`config.mk`:
```
export PLATFORM = sky130hd
export DESIGN_NAME = exe_stage_multicycle
export DESIGN_NICKNAME = d
export VERILOG_FILES = /design/src/rtl/mips_defs_pkg.sv /design/src/rtl/iter_muldiv_unit.sv /design/src/rtl/exe_stage_multicycle.sv
export SDC_FILE = /design/constraint.sdc
export NUM_CORES = 1
export LEC_CHECK = 0
export CORE_MARGIN = 3
export CORE_UTILIZATION = 45
export DETAILED_ROUTE_END_ITERATION = 16
export PLACE_DENSITY = 0.66
export SLEW_MARGIN = 20
export SYNTH_ARGS = -nofsm -noshare
export SYNTH_HDL_FRONTEND = slang
export SYNTH_SLANG_ARGS = --single-unit
export TNS_END_PERCENT = 30
```
`constraint.sdc`:
```
create_clock -name clk -period 7.75 [get_ports clk]
set_clock_uncertainty 0.15 [all_clocks]
set_input_delay 1.55 -clock clk [delete_from_list [all_inputs] [get_ports clk]]
set_output_delay 1.55 -clock clk [all_outputs]
set_load 0.005 [all_outputs]
```
`src/rtl/mips_defs_pkg.sv`:
```
// Shared widths, execute command codes and the mul/div sequencer
// state encoding for the execute stage.
package mips_defs_pkg;

  localparam int XLEN    = 32;
  localparam int CNT_W   = 6;
  localparam int SHAMT_W = $clog2(XLEN);

  localparam logic [3:0] CMD_ADD  = 4'b0000;
  localparam logic [3:0] CMD_PASS = 4'b0001;
  localparam logic [3:0] CMD_SUB  = 4'b0010;
  localparam logic [3:0] CMD_AND  = 4'b0100;
  localparam logic [3:0] CMD_OR   = 4'b0101;
  localparam logic [3:0] CMD_NOR  = 4'b0110;
  localparam logic [3:0] CMD_XOR  = 4'b0111;
  localparam logic [3:0] CMD_SLL  = 4'b1000;
  localparam logic [3:0] CMD_SRA  = 4'b1001;
  localparam logic [3:0] CMD_SRL  = 4'b1010;
  localparam logic [3:0] CMD_MUL  = 4'b1100;
  localparam logic [3:0] CMD_DIVU = 4'b1101;

  typedef enum logic [1:0] {
    MD_IDLE = 2'd0,
    MD_RUN  = 2'd1,
    MD_DONE = 2'd2
  } md_state_e;

endpackage

```
`src/rtl/iter_muldiv_unit.sv`:
```
// Iterative shift-add multiplier and restoring divider, one bit
// per cycle, XLEN iterations, result held for the single DONE cycle.
module iter_muldiv_unit
  import mips_defs_pkg::*;
(
  input  logic            clk,
  input  logic            rst,
  input  logic            start,
  input  logic            is_div,
  input  logic [XLEN-1:0] a,
  input  logic [XLEN-1:0] b,
  output logic            busy,
  output logic            done,
  output logic [XLEN-1:0] result
);

  md_state_e state_q, state_d;
  logic [CNT_W-1:0]  cnt_q, cnt_d;
  logic              is_div_q, is_div_d;
  logic [2*XLEN-1:0] acc_q, acc_d;
  logic [2*XLEN-1:0] mcand_q, mcand_d;
  logic [XLEN-1:0]   mplier_q, mplier_d;
  logic [XLEN-1:0]   quo_q, quo_d;
  logic [XLEN:0]     rem_q, rem_d;
  logic [XLEN-1:0]   dvsr_q, dvsr_d;
  logic [XLEN:0]     trial;
  logic [XLEN:0]     diff;

  always_ff @(posedge clk) begin
    if (rst) begin
      state_q  <= MD_IDLE;
      cnt_q    <= '0;
      is_div_q <= 1'b0;
      acc_q    <= '0;
      mcand_q  <= '0;
      mplier_q <= '0;
      quo_q    <= '0;
      rem_q    <= '0;
      dvsr_q   <= '0;
    end else begin
      state_q  <= state_d;
      cnt_q    <= cnt_d;
      is_div_q <= is_div_d;
      acc_q    <= acc_d;
      mcand_q  <= mcand_d;
      mplier_q <= mplier_d;
      quo_q    <= quo_d;
      rem_q    <= rem_d;
      dvsr_q   <= dvsr_d;
    end
  end

  always_comb begin
    state_d  = state_q;
    cnt_d    = cnt_q;
    is_div_d = is_div_q;
    acc_d    = acc_q;
    mcand_d  = mcand_q;
    mplier_d = mplier_q;
    quo_d    = quo_q;
    rem_d    = rem_q;
    dvsr_d   = dvsr_q;
    // a zero divisor never borrows, so the quotient fills with ones
    trial    = {rem_q[XLEN-1:0], quo_q[XLEN-1]};
    diff     = trial - {1'b0, dvsr_q};
    case (state_q)
      MD_IDLE: begin
        if (start) begin
          state_d  = MD_RUN;
          cnt_d    = '0;
          is_div_d = is_div;
          acc_d    = '0;
          mcand_d  = {{XLEN{1'b0}}, b};
          mplier_d = a;
          quo_d    = a;
          rem_d    = '0;
          dvsr_d   = b;
        end
      end
      MD_RUN: begin
        if (is_div_q) begin
          if (!diff[XLEN]) begin
            rem_d = diff;
            quo_d = {quo_q[XLEN-2:0], 1'b1};
          end else begin
            rem_d = trial;
            quo_d = {quo_q[XLEN-2:0], 1'b0};
          end
        end else begin
          if (mplier_q[0]) acc_d = acc_q + mcand_q;
          mcand_d  = mcand_q << 1;
          mplier_d = mplier_q >> 1;
        end
        cnt_d = cnt_q + CNT_W'(1);
        if (cnt_q == CNT_W'(XLEN-1)) state_d = MD_DONE;
      end
      MD_DONE: state_d = MD_IDLE;
      default: state_d = MD_IDLE;
    endcase
  end

  assign busy   = (state_q == MD_RUN);
  assign done   = (state_q == MD_DONE);
  assign result = is_div_q ? quo_q : acc_q[XLEN-1:0];

endmodule

```
`src/rtl/exe_stage_multicycle.sv`:
```
// Execute stage: combinational ALU plus iterative MUL/DIVU that
// freezes the front of the pipe and bubbles EX/MEM until done.
module exe_stage_multicycle
  import mips_defs_pkg::*;
(
  input  logic            clk,
  input  logic            rst,
  input  logic [4:0]      Dest_in,
  input  logic [XLEN-1:0] Val1_in,
  input  logic [XLEN-1:0] Val2_in,
  input  logic [XLEN-1:0] Reg2_in,
  input  logic [XLEN-1:0] PC_in,
  input  logic [3:0]      EXE_CMD_in,
  input  logic            MEM_R_EN_in,
  input  logic            MEM_W_EN_in,
  input  logic            WB_EN_in,
  output logic [XLEN-1:0] ALU_result,
  output logic [XLEN-1:0] Br_addr,
  output logic [XLEN-1:0] ST_val,
  output logic [4:0]      Dest,
  output logic            MEM_R_EN,
  output logic            MEM_W_EN,
  output logic            WB_EN,
  output logic            freeze
);

  logic               is_md;
  logic               md_start;
  logic               md_busy;
  logic               md_done;
  logic [XLEN-1:0]    md_result;
  logic [XLEN-1:0]    alu_res;
  logic [SHAMT_W-1:0] shamt;

  assign is_md = (EXE_CMD_in == CMD_MUL) |
                 (EXE_CMD_in == CMD_DIVU);
  // DONE still sees the op on ID/EX; it must not relaunch it
  assign md_start = is_md & ~md_busy & ~md_done & ~rst;
  assign freeze   = md_start | md_busy;
  assign shamt    = Val2_in[SHAMT_W-1:0];

  iter_muldiv_unit u_muldiv (
    .clk    (clk),
    .rst    (rst),
    .start  (md_start),
    .is_div (EXE_CMD_in == CMD_DIVU),
    .a      (Val1_in),
    .b      (Val2_in),
    .busy   (md_busy),
    .done   (md_done),
    .result (md_result)
  );

  always_comb begin
    alu_res = '0;
    case (EXE_CMD_in)
      CMD_ADD:  alu_res = Val1_in + Val2_in;
      CMD_PASS: alu_res = Val2_in;
      CMD_SUB:  alu_res = Val1_in - Val2_in;
      CMD_AND:  alu_res = Val1_in & Val2_in;
      CMD_OR:   alu_res = Val1_in | Val2_in;
      CMD_NOR:  alu_res = ~(Val1_in | Val2_in);
      CMD_XOR:  alu_res = Val1_in ^ Val2_in;
      CMD_SLL:  alu_res = Val1_in << shamt;
      CMD_SRA:  alu_res = $unsigned($signed(Val1_in) >>> shamt);
      CMD_SRL:  alu_res = Val1_in >> shamt;
      default:  alu_res = '0;
    endcase
  end

  always_comb begin
    ALU_result = alu_res;
    if (md_done)     ALU_result = md_result;
    else if (freeze) ALU_result = '0;
  end

  assign MEM_R_EN = MEM_R_EN_in & ~freeze;
  assign MEM_W_EN = MEM_W_EN_in & ~freeze;
  assign WB_EN    = WB_EN_in & ~freeze;
  assign Br_addr  = PC_in + (Val2_in << 2);
  assign ST_val   = Reg2_in;
  assign Dest     = Dest_in;

endmodule

```
* Yosys cells after proc, flatten, opt, wreduce, memory -nomap -nowiden
Cells that the tools add are included.
** Operators by class
- Bitwise gates (word level) :: 16
- Shift-type cells :: 3
- Mux-type cells :: 26
- Eq/ne operators :: 19
- Reduce and logical (&&, ||, !) cells :: 9
- $add $sub $neg :: 6
** Operators with widths (count)
- $mux 64 :: 5
- $pmux 32 s10 :: 1
- $mux 32 :: 9
- $pmux 64 s2 :: 2
- $pmux 32 s2 :: 3
- $add 32x32->32 :: 2
- $add 64x64->64 :: 1
- $sub 33x32->33 :: 1
- $and 32x32->32 :: 1
- $not 32->32 :: 1
- $or 32x32->32 :: 1
- $shl 32x5->32 :: 1
- $shr 32x5->32 :: 1
- $sshr 32x5->32 :: 1
- $sub 32x32->32 :: 1
- $xor 32x32->32 :: 1
- $eq 4x4->1 const B :: 5
- $eq 4x3->1 const B :: 4
- $pmux 6 s2 :: 1
- $add 6x1->6 const B :: 1
- $and 1x1->1 :: 6
- $eq 6x5->1 const B :: 1
- $mux 6 :: 1
- $ne 2x1->1 const B :: 3
- 16 further kinds :: 25
** Storage, ports and cells
- Input port bits :: 142
- Output and inout port bits :: 105
- Logic and storage cells :: 88
- Flip-flop bits (word level) :: 265

* Longest topological paths before layout
Gate-level depths: netlist of run 1.
- Depth in word-level cells :: 8
- Mapped depth :: 21

* Cells and area by module
From an unflattened synthesis of run 1, not the netlist that was laid out.
** Second synthesis, totals
- Cell total of the unflattened synthesis :: 2914
- Area total of the unflattened synthesis :: 21907.3 um^2
** By module, submodules not included
- iter_muldiv_unit :: seq. area each 4023.9 um^2, cells an instance 1506, area an instance 11732.5 um^2, instances 1
- exe_stage_multicycle :: seq. area each 0.0 um^2, cells an instance 1408, area an instance 10174.8 um^2, instances 1

* Least setup slack after synthesis of run 1
OpenSTA, ideal clock, no wires.
- Kind :: input to output
- Start :: in Val2_in[0]
- End :: out ALU_result[31]
- Path buffers :: 3
- Data arrival time :: 5.298 ns
- Setup slack :: 0.752 ns
- Cell stages on the path :: 21
- Required time :: 6.050 ns
- Path through :: buf_4 buf_4 inv_2 ha_1 nand3_1 nor3_1 nand2_1 nor4_1 and2_1 a21oi_1 xnor2_1 ha_1 clkbuf_1 a21o_1 a21o_1 a21o_1 a211oi_1 a311oi_1 a311oi_1 xnor2_1 o221ai_1
** Between the ends
- Longest elaborated chain between the ends :: 4
- Elaborated cells between the ends (all ways) :: 8
- Those cells by class :: add/sub (2); shift (3); mux (3)
** Ends and longest elaborated chain
- start, declared :: RTL line exe_stage_multicycle.sv:10 : input logic [XLEN-1:0] Val2_in,
- $sub 32x32->32, or another cell as far along :: RTL line exe_stage_multicycle.sv:59 : CMD_SUB: alu_res = Val1_in - Val2_in;
- $pmux 32 s10 (*) :: RTL line exe_stage_multicycle.sv:56 : case (EXE_CMD_in)
- $mux 32 (*) :: RTL line exe_stage_multicycle.sv:74 : else if (freeze) ALU_result = '0;
- $mux 32 (*) :: RTL line exe_stage_multicycle.sv:73 : if (md_done) ALU_result = md_result;
- end, declared :: RTL line exe_stage_multicycle.sv:17 : output logic [XLEN-1:0] ALU_result,
Mark *: on every way between the ends. The rest lies on a longest branch, timed or not.

* Final worst setup path of run 1
- Start :: in Val2_in[11]
- End :: out ALU_result[30]
** Between the ends
- Longest elaborated chain between the ends :: 4
- Elaborated cells between the ends (all ways) :: 5
- Those cells by class :: add/sub (2); mux (3)
** Ends and longest elaborated chain (RTL line)
- $sub 32x32->32 / $add 32x32->32 (equally long branches) :: exe_stage_multicycle.sv:59, exe_stage_multicycle.sv:57
- $pmux 32 s10 (*) :: exe_stage_multicycle.sv:56
- $mux 32 (*) :: exe_stage_multicycle.sv:74
- $mux 32 (*) :: exe_stage_multicycle.sv:73
Marked as above.

==> flow_metrics.env, run 1 <==
export IMPL_outcome="finished clean"
export IMPL_cpPeakStageDelay_ns=0.53
export IMPL_regArea_um2=4030
export IMPL_placed_area_um2=24000
export IMPL_drt_wl_total_mm=87.0
export IMPL_power_density_nw_per_um2=148
export IMPL_grt_util_all_layers_pct=33.4
export IMPL_netlist_area_um2=21300
export IMPL_p_comb_share_pct=39.2
export IMPL_die_w_um=224
export IMPL_area_growth_pct=17.1
export IMPL_root_buffer="clkbuf_16"
export IMPL_synth_nets=3120
export IMPL_clkSinkCount=201
export IMPL_yosys_top_cells_area="dfxtp_1 (19%), ha_1 (11%), mux4_2 (6.1%), nor2_1 (6.0%), nand2_1 (5.0%)"
export IMPL_p_leak_nw=10.2
export IMPL_grt_overflow_total=0
export IMPL_yosysWarnings=0
export IMPL_final_setup_worst_slack_ns=0.00780
export IMPL_drt_vias_per_instance=6.42
export IMPL_power_mw=3.69
export IMPL_grt_max_degree=95
export IMPL_rows=79
export IMPL_worst_path_buf_inv=5
export IMPL_yosys_area_top_type="dfxtp_1"
export IMPL_power_frac_clock_pct=30.8
export IMPL_slew_violations=0
export IMPL_synth_distinct_cells=97
export IMPL_ctsHoldBuffers=0
export IMPL_synth_edf_count=0
export IMPL_drive_gt1_share_pct=11.8
export IMPL_portBuffers=168
export IMPL_clk_pin_slew_ns=0.06
export IMPL_path_max_fanout=4
export IMPL_place_ws_ns=-0.382
export IMPL_crit_path_top_delay_cell="clkdlybuf4s50_1"
export IMPL_multiInputGateArea_um2=15900
export IMPL_p_sw_share_pct=35.4
export IMPL_critPathKind="in -> out"
export IMPL_design_area_um2=24900
export IMPL_antenna_cells=0
export IMPL_dr_pass1_iters=7
export IMPL_cp_required_ns=6.05
export IMPL_switching_power_mw=1.31
export IMPL_die_area_um2=50000
export IMPL_timing_max_cap_violations=0
export IMPL_ant_nets=0
export IMPL_hpwl_mm=65.7
export IMPL_routabilityCongestion=1.02
export IMPL_fin_nets=3271
export IMPL_arrival_ns=6.04
export IMPL_post_route_period_util_pct=99.9
export IMPL_coreArea_um2=46700
export IMPL_yosys_area_top_type_share_pct=18.9
export IMPL_ys_seq_area_share_pct=18.9
export IMPL_final_util_pct=53.5
export IMPL_seqPwrFrac_pct=30.0
export IMPL_worst_setup_path_end_kind="primary output"
export IMPL_synthFlopType="dfxtp_1"
export IMPL_slew_headroom_pct=32.8
export IMPL_hp_class="reg -> reg"
export IMPL_cts_path_max_buffers=3
export IMPL_drtIter0Drc=2879
export IMPL_drcViolationCount=0
export IMPL_die_h_um=224
export IMPL_grt_pass1_wl_mm=131
export IMPL_tightest_slew_ns=1.01
export IMPL_cts_made_buffers=22
export IMPL_crit_family="simple AND/OR/NAND/NOR gates"
export IMPL_hold_violations=0
export IMPL_rsz0062_at_grt="yes"
export IMPL_antenna_found_initial=1
export IMPL_period_needed_ns=7.74
export IMPL_avgRoutedWirePerCell_um=24.4
export IMPL_clock_latency_ns=0.53
export IMPL_cts_tree="yes"
export IMPL_ys_ff_latch=201
export IMPL_synthCells=2784
export IMPL_clock_fmax_mhz=129
export IMPL_cp_start_kind="primary input"
export IMPL_start_util_pct=45.7
export IMPL_internal_power_mw=2.38
export IMPL_pin_count=247
export IMPL_path_cells="clkdlybuf4s50_1, or3_4, nor2_4, nand2_1, nor2_2, nand2_2, nor4_2, buf_4, and2_1, buf_4, a41oi_1, xnor2_1, ha_1, buf_4, a21o_1, a21o_1, a21o_1, a21oi_1, nor2b_1, o21ai_1, nand3_1, o211ai_1, clkdlybuf4s50_1"
export IMPL_cts_max_level=1
export IMPL_setup_violations=0
export IMPL_grt_pass1_vias=21500
export IMPL_vias=22900
export IMPL_syn_area_per_cell_um2=7.66
export IMPL_vdd_drop_max_uv=165
export IMPL_async_flop_share_pct=0
export IMPL_fillers=4543
state kept, by name, summed over array words and instances, names as in the netlist:
name / flops
u_muldiv.quo_q: 32
u_muldiv.acc_q: 32
u_muldiv.mplier_q: 32
u_muldiv.mcand_q: 32
u_muldiv.dvsr_q: 32
u_muldiv.state_q: 2
u_muldiv.rem_q: 32
u_muldiv.is_div_q: 1
u_muldiv.cnt_q: 6
final timing paths:
| path | slack (ns) | cells past startpoint | from | endpoint |
|---|---|---|---|---|
| hold reg to reg | 0.33 | 2 | u_muldiv.rem_q[10] | u_muldiv.rem_q[10] |
| hold / removal | 0.33 | 2 | u_muldiv.rem_q[10] | u_muldiv.rem_q[10] |
| setup reg to reg | 4.02 | 13 | u_muldiv.quo_q[31] | u_muldiv.rem_q[1] |
| setup / recovery | 0.008 | 23 | Val2_in[11] | ALU_result[30] |
routing by layer:
layer  vias to the layer above  GRT usage, %  part of all wire (%)
met1                     10800          46.2                    42
met3                       198          6.74                    11
li1                      10500             -                     -
met2                      1340          52.2                    43
met4                         0          11.5                   4.2
met5                         -             0                     0
synth_stat cells, drive strengths merged (26+ instances only):
cell type / instances
a311oi: 37
nand3: 40
xor2: 41
mux4: 58
a21o: 74
dfxtp: 201
xnor2: 88
buf: 87
o221ai: 30
clkbuf: 134
a22oi: 26
o22ai: 28
nand2: 283
inv: 123
o21ai: 154
nor2: 343
o31ai: 43
mux2i: 104
nor3: 80
ha: 190
a211oi: 88
a21oi: 197
power groups by stage:
stage | logic, mW | registers, mW | clock network [mW]
5_1_grt | 1.55 | 1.11 | 1.20
3_5_place_dp | 1.39 | 1.13 | 0
4_1_cts | 1.41 | 1.10 | 1.15
6_report | 1.45 | 1.11 | 1.14
2_1_floorplan | 0.857 | 1.12 | 0
3_3_place_gp | 1.38 | 1.13 | 0
metrics by stage:
step                      cells  TNS (ns)  hold slack [ns]
after floorplan            2784         0            0.291
after global placement     3515     -1.07            0.312
after detailed placement   3515     -1.09            0.321
after CTS                  3555         0            0.334
after global routing       3558    -0.285            0.352
final                      3558         0            0.332
area by class of cell:
cell class	count	share of cell area, %
multi-input cells	2237	63.6
clock buffers	31	2.58
flip-flops and latches	201	16.1
clock inverters	9	0.547
inverters	125	1.88
well taps	607	3.04
repair buffers	348	12.2
layout by cell type (no fill, tap or decap), drive strengths merged, types with 25 or more instances in the layout:
master,instances
clkdlybuf4s50,157
o221ai,30
dfxtp,201
mux2i,104
nor2,343
nand3,40
a311oi,37
xnor2,88
a21o,74
nand4,25
nand2,283
inv,123
a22oi,26
o22ai,28
xor2,41
mux4,58
nor3,80
o31ai,43
a21oi,197
o21a,25
ha,190
o21ai,154
buf,186
a211oi,88
clkbuf,31
timing repair:
action | 4_1_cts | 5_1_grt
endpoints found under the setup margin | 9 | 18
setup buffers | 0 | 3
gates resized for setup | 13 | 15
hold endpoints to repair | 0 | 0
pin swaps | 2 | 8
worst register-to-register path: cells and delay by family (launching register included):
kind / cells / cell delay, ns
AOI/OAI and AO/OA: 6 / 1.24
muxes: 1 / 0.23
xor gates and xnor gates: 1 / 0.15
and+or+nand+nor: 1 / 0.23
adders and majority gates: 2 / 0.67
DFF: 1 / 0.35
buffers and inverters: 2 / 0.63
cells by family (layout without fill, tap and decap cells):
logic type	Yosys count	count (layout)	synth area share, %
DFF	201	201	18.9
buffers and inverters	346	513	7.29
and+or+nand+nor	876	876	17.9
xor gates and xnor gates	129	129	5.34
adders and majority gates	194	194	11.5
AOI/OAI and AO/OA	867	867	27.6
muxes	171	171	11.5
Power figures use the tool's default switching activity.
==> run 2, diff against run 1 <==
--- a/config.mk
+++ b/config.mk
@@ -5,7 +5,7 @@
 export SDC_FILE = /design/constraint.sdc
 export NUM_CORES = 1
 export LEC_CHECK = 0
-export CORE_MARGIN = 3
+export CORE_MARGIN = 4
 export CORE_UTILIZATION = 45
 export DETAILED_ROUTE_END_ITERATION = 16
 export PLACE_DENSITY = 0.66
==> run 2 against run 1 <==
Compared with the run above: the flow now finishes with violations (negative setup slack); cell count increased by 0.20%; sequential share of layout area about the same; core utilization about the same; final area about the same; count of clock-buffer cells in the layout decreased by 1.
==> flow_metrics.env, run 2 (synthesized netlist as in run 1, its figures left out) <==
export IMPL_grt_pass1_wl_mm=134
export IMPL_p_leak_nw=10.3
export IMPL_path_cells="clkdlybuf4s50_1, or3_4, nor2_4, nand2_1, nor2_4, nand2_2, nor4_2, buf_4, and2_1, buf_4, a41oi_1, xnor2_1, ha_1, nand4_1, buf_4, inv_1, nand3_1, a311oi_2, buf_4, nor2_1, xor2_1, o21ai_0, clkdlybuf4s50_1"
export IMPL_drt_wl_total_mm=89.2
export IMPL_setup_violations=1
export IMPL_portBuffers=168
export IMPL_period_needed_ns=7.79
export IMPL_antenna_found_initial=1
export IMPL_cts_max_level=1
export IMPL_final_common_cell="nor2_1"
export IMPL_cts_made_buffers=22
export IMPL_start_util_pct=45.7
export IMPL_violations="negative setup slack"
export IMPL_coreArea_um2=46700
export IMPL_dr_pass1_iters=6
export IMPL_clkSinkCount=201
export IMPL_top_usage_layer="met2"
export IMPL_regArea_um2=4030
export IMPL_slew_violations=0
export IMPL_ctsHoldBuffers=0
export IMPL_power_density_nw_per_um2=145
export IMPL_avgRoutedWirePerCell_um=25.0
export IMPL_timing_max_cap_violations=0
export IMPL_rrSetupSlack_ns=3.86
export IMPL_grt_met3_usage_pct=7.66
export IMPL_tns_ns=-0.0450
export IMPL_cp_required_ns=6.05
export IMPL_fin_nets=3281
export IMPL_hpwl_mm=68.9
export IMPL_arrival_ns=6.09
export IMPL_post_cts_buffers=0
export IMPL_crit_top_cell="buf_4"
export IMPL_cp_start_kind="primary input"
export IMPL_grtUsageMet1_pct=46.9
export IMPL_grt_max_degree=95
export IMPL_multiInputGateArea_um2=15900
export IMPL_tightest_slew_ns=1.13
export IMPL_clk_pin_slew_ns=0.07
export IMPL_hp_class="reg -> reg"
export IMPL_r2r_start="u_muldiv.quo_q[31]"
export IMPL_critPathKind="in -> out"
export IMPL_vias=22900
export IMPL_crit_path_top_delay_cell="clkdlybuf4s50_1"
export IMPL_grt_overflow_total=0
export IMPL_area_growth_pct=17.0
export IMPL_place_ws_ns=-0.462
export IMPL_die_h_um=226
export IMPL_r2r_end="u_muldiv.quo_q[0]"
export IMPL_drive_gt1_share_pct=12.0
export IMPL_clock_latency_ns=0.54
export IMPL_worst_hold_startpoint="u_muldiv.rem_q[27]"
export IMPL_min_to="u_muldiv.rem_q[27]"
export IMPL_cpPeakStageDelay_ns=0.52
export IMPL_drt_vias_per_instance=6.42
export IMPL_grt_use_met2_pct=52.1
export IMPL_hold_violations=0
export IMPL_die_area_um2=50900
export IMPL_worstHoldPathCells=2
export IMPL_grt_util_all_layers_pct=33.9
export IMPL_final_setup_worst_slack_ns=-0.0450
export IMPL_fillers=4508
export IMPL_grt_pass1_vias=22000
export IMPL_path_max_fanout=4
export IMPL_routabilityCongestion=1.04
export IMPL_root_buffer="clkbuf_16"
export IMPL_worst_setup_path_end_kind="primary output"
export IMPL_vdd_drop_max_uv=145
export IMPL_clock_fmax_mhz=128
export IMPL_outcome="finished, violations left"
export IMPL_cts_tree="yes"
export IMPL_post_route_period_util_pct=101
export IMPL_rr_worst_depth=13
export IMPL_drtIter0Drc=2682
export IMPL_drcViolationCount=0
export IMPL_rows=79
export IMPL_cts_path_max_buffers=3
export IMPL_die_w_um=226
export IMPL_pin_count=247
export IMPL_antenna_cells=0
export IMPL_layout_common_cells="nor2_1 (337), nand2_1 (281), dfxtp_1 (200)"
export IMPL_slew_headroom_pct=24.5
export IMPL_rsz0062_at_grt="yes"
export IMPL_power_mw=3.62
export IMPL_ant_nets=0
run 2: report_power, final:
part / switching, mW / internal [mW] / total (mW)
Clock: 0.454 / 0.606 / 1.06
Sequential: 0.0317 / 1.07 / 1.11
Combinational: 0.827 / 0.627 / 1.45
Total: 1.31 / 2.31 / 3.62
run 2: worst max-delay path: cells and delay by family:
kind | cells | cell delay (ns)
AOI/OAI and AO/OA | 3 | 0.64
xor gates and xnor gates | 2 | 0.31
and+or+nand+nor | 10 | 1.61
adders and majority gates | 1 | 0.31
buffers and inverters | 7 | 1.67
run 2: what timing repair did:
action                     CTS  global route
resized for setup           13            24
pin swaps                    5             5
setup endpoints to repair    9            20
run 2: layout make-up:
class	instances	share of cell area (%)
Clock buffer	30	2.53
Clock inverter	7	0.336
Inverter	125	1.88
Multi-Input combinational cell	2237	63.6
Sequential cell	201	16.1
Tap cell	607	3.04
Timing Repair Buffer	358	12.4
run 2: metrics by stage:
stage	hold slack, ns	util [%]	instances	instance area, um2
6_report	0.333	53.5	3565	24900
5_1_grt	0.348	53.5	3565	24900
4_1_cts	0.334	53.3	3565	24900
3_5_place_dp	0.323	51.7	3528	24100
3_3_place_gp	0.302	51.7	3528	24100
2_1_floorplan	0.291	-	2784	21300
run 2: how the worst max path moves through the flow:
stage	start	endpoint	slack (ns)	depth (start not counted)
finish	Val2_in[11]	ALU_result[29]	-0.04	23
global route	Val2_in[11]	ALU_result[29]	-0.23	23
CTS	Val2_in[11]	ALU_result[29]	0.01	23
detailed placement	Val2_in[11]	ALU_result[31]	-0.46	21
global placement	Val2_in[11]	ALU_result[30]	-0.39	23
floorplan	Val2_in[0]	ALU_result[31]	0.75	21
run 2: layer usage:
metal  wire, um  vias to the layer above  part of all wire [%]
li1           -                    10500                     -
met1      38000                    11000                    43
met2      38300                     1195                    43
met3       9040                      186                    10
met4       3850                        0                   4.3
met5          0                        -                     0
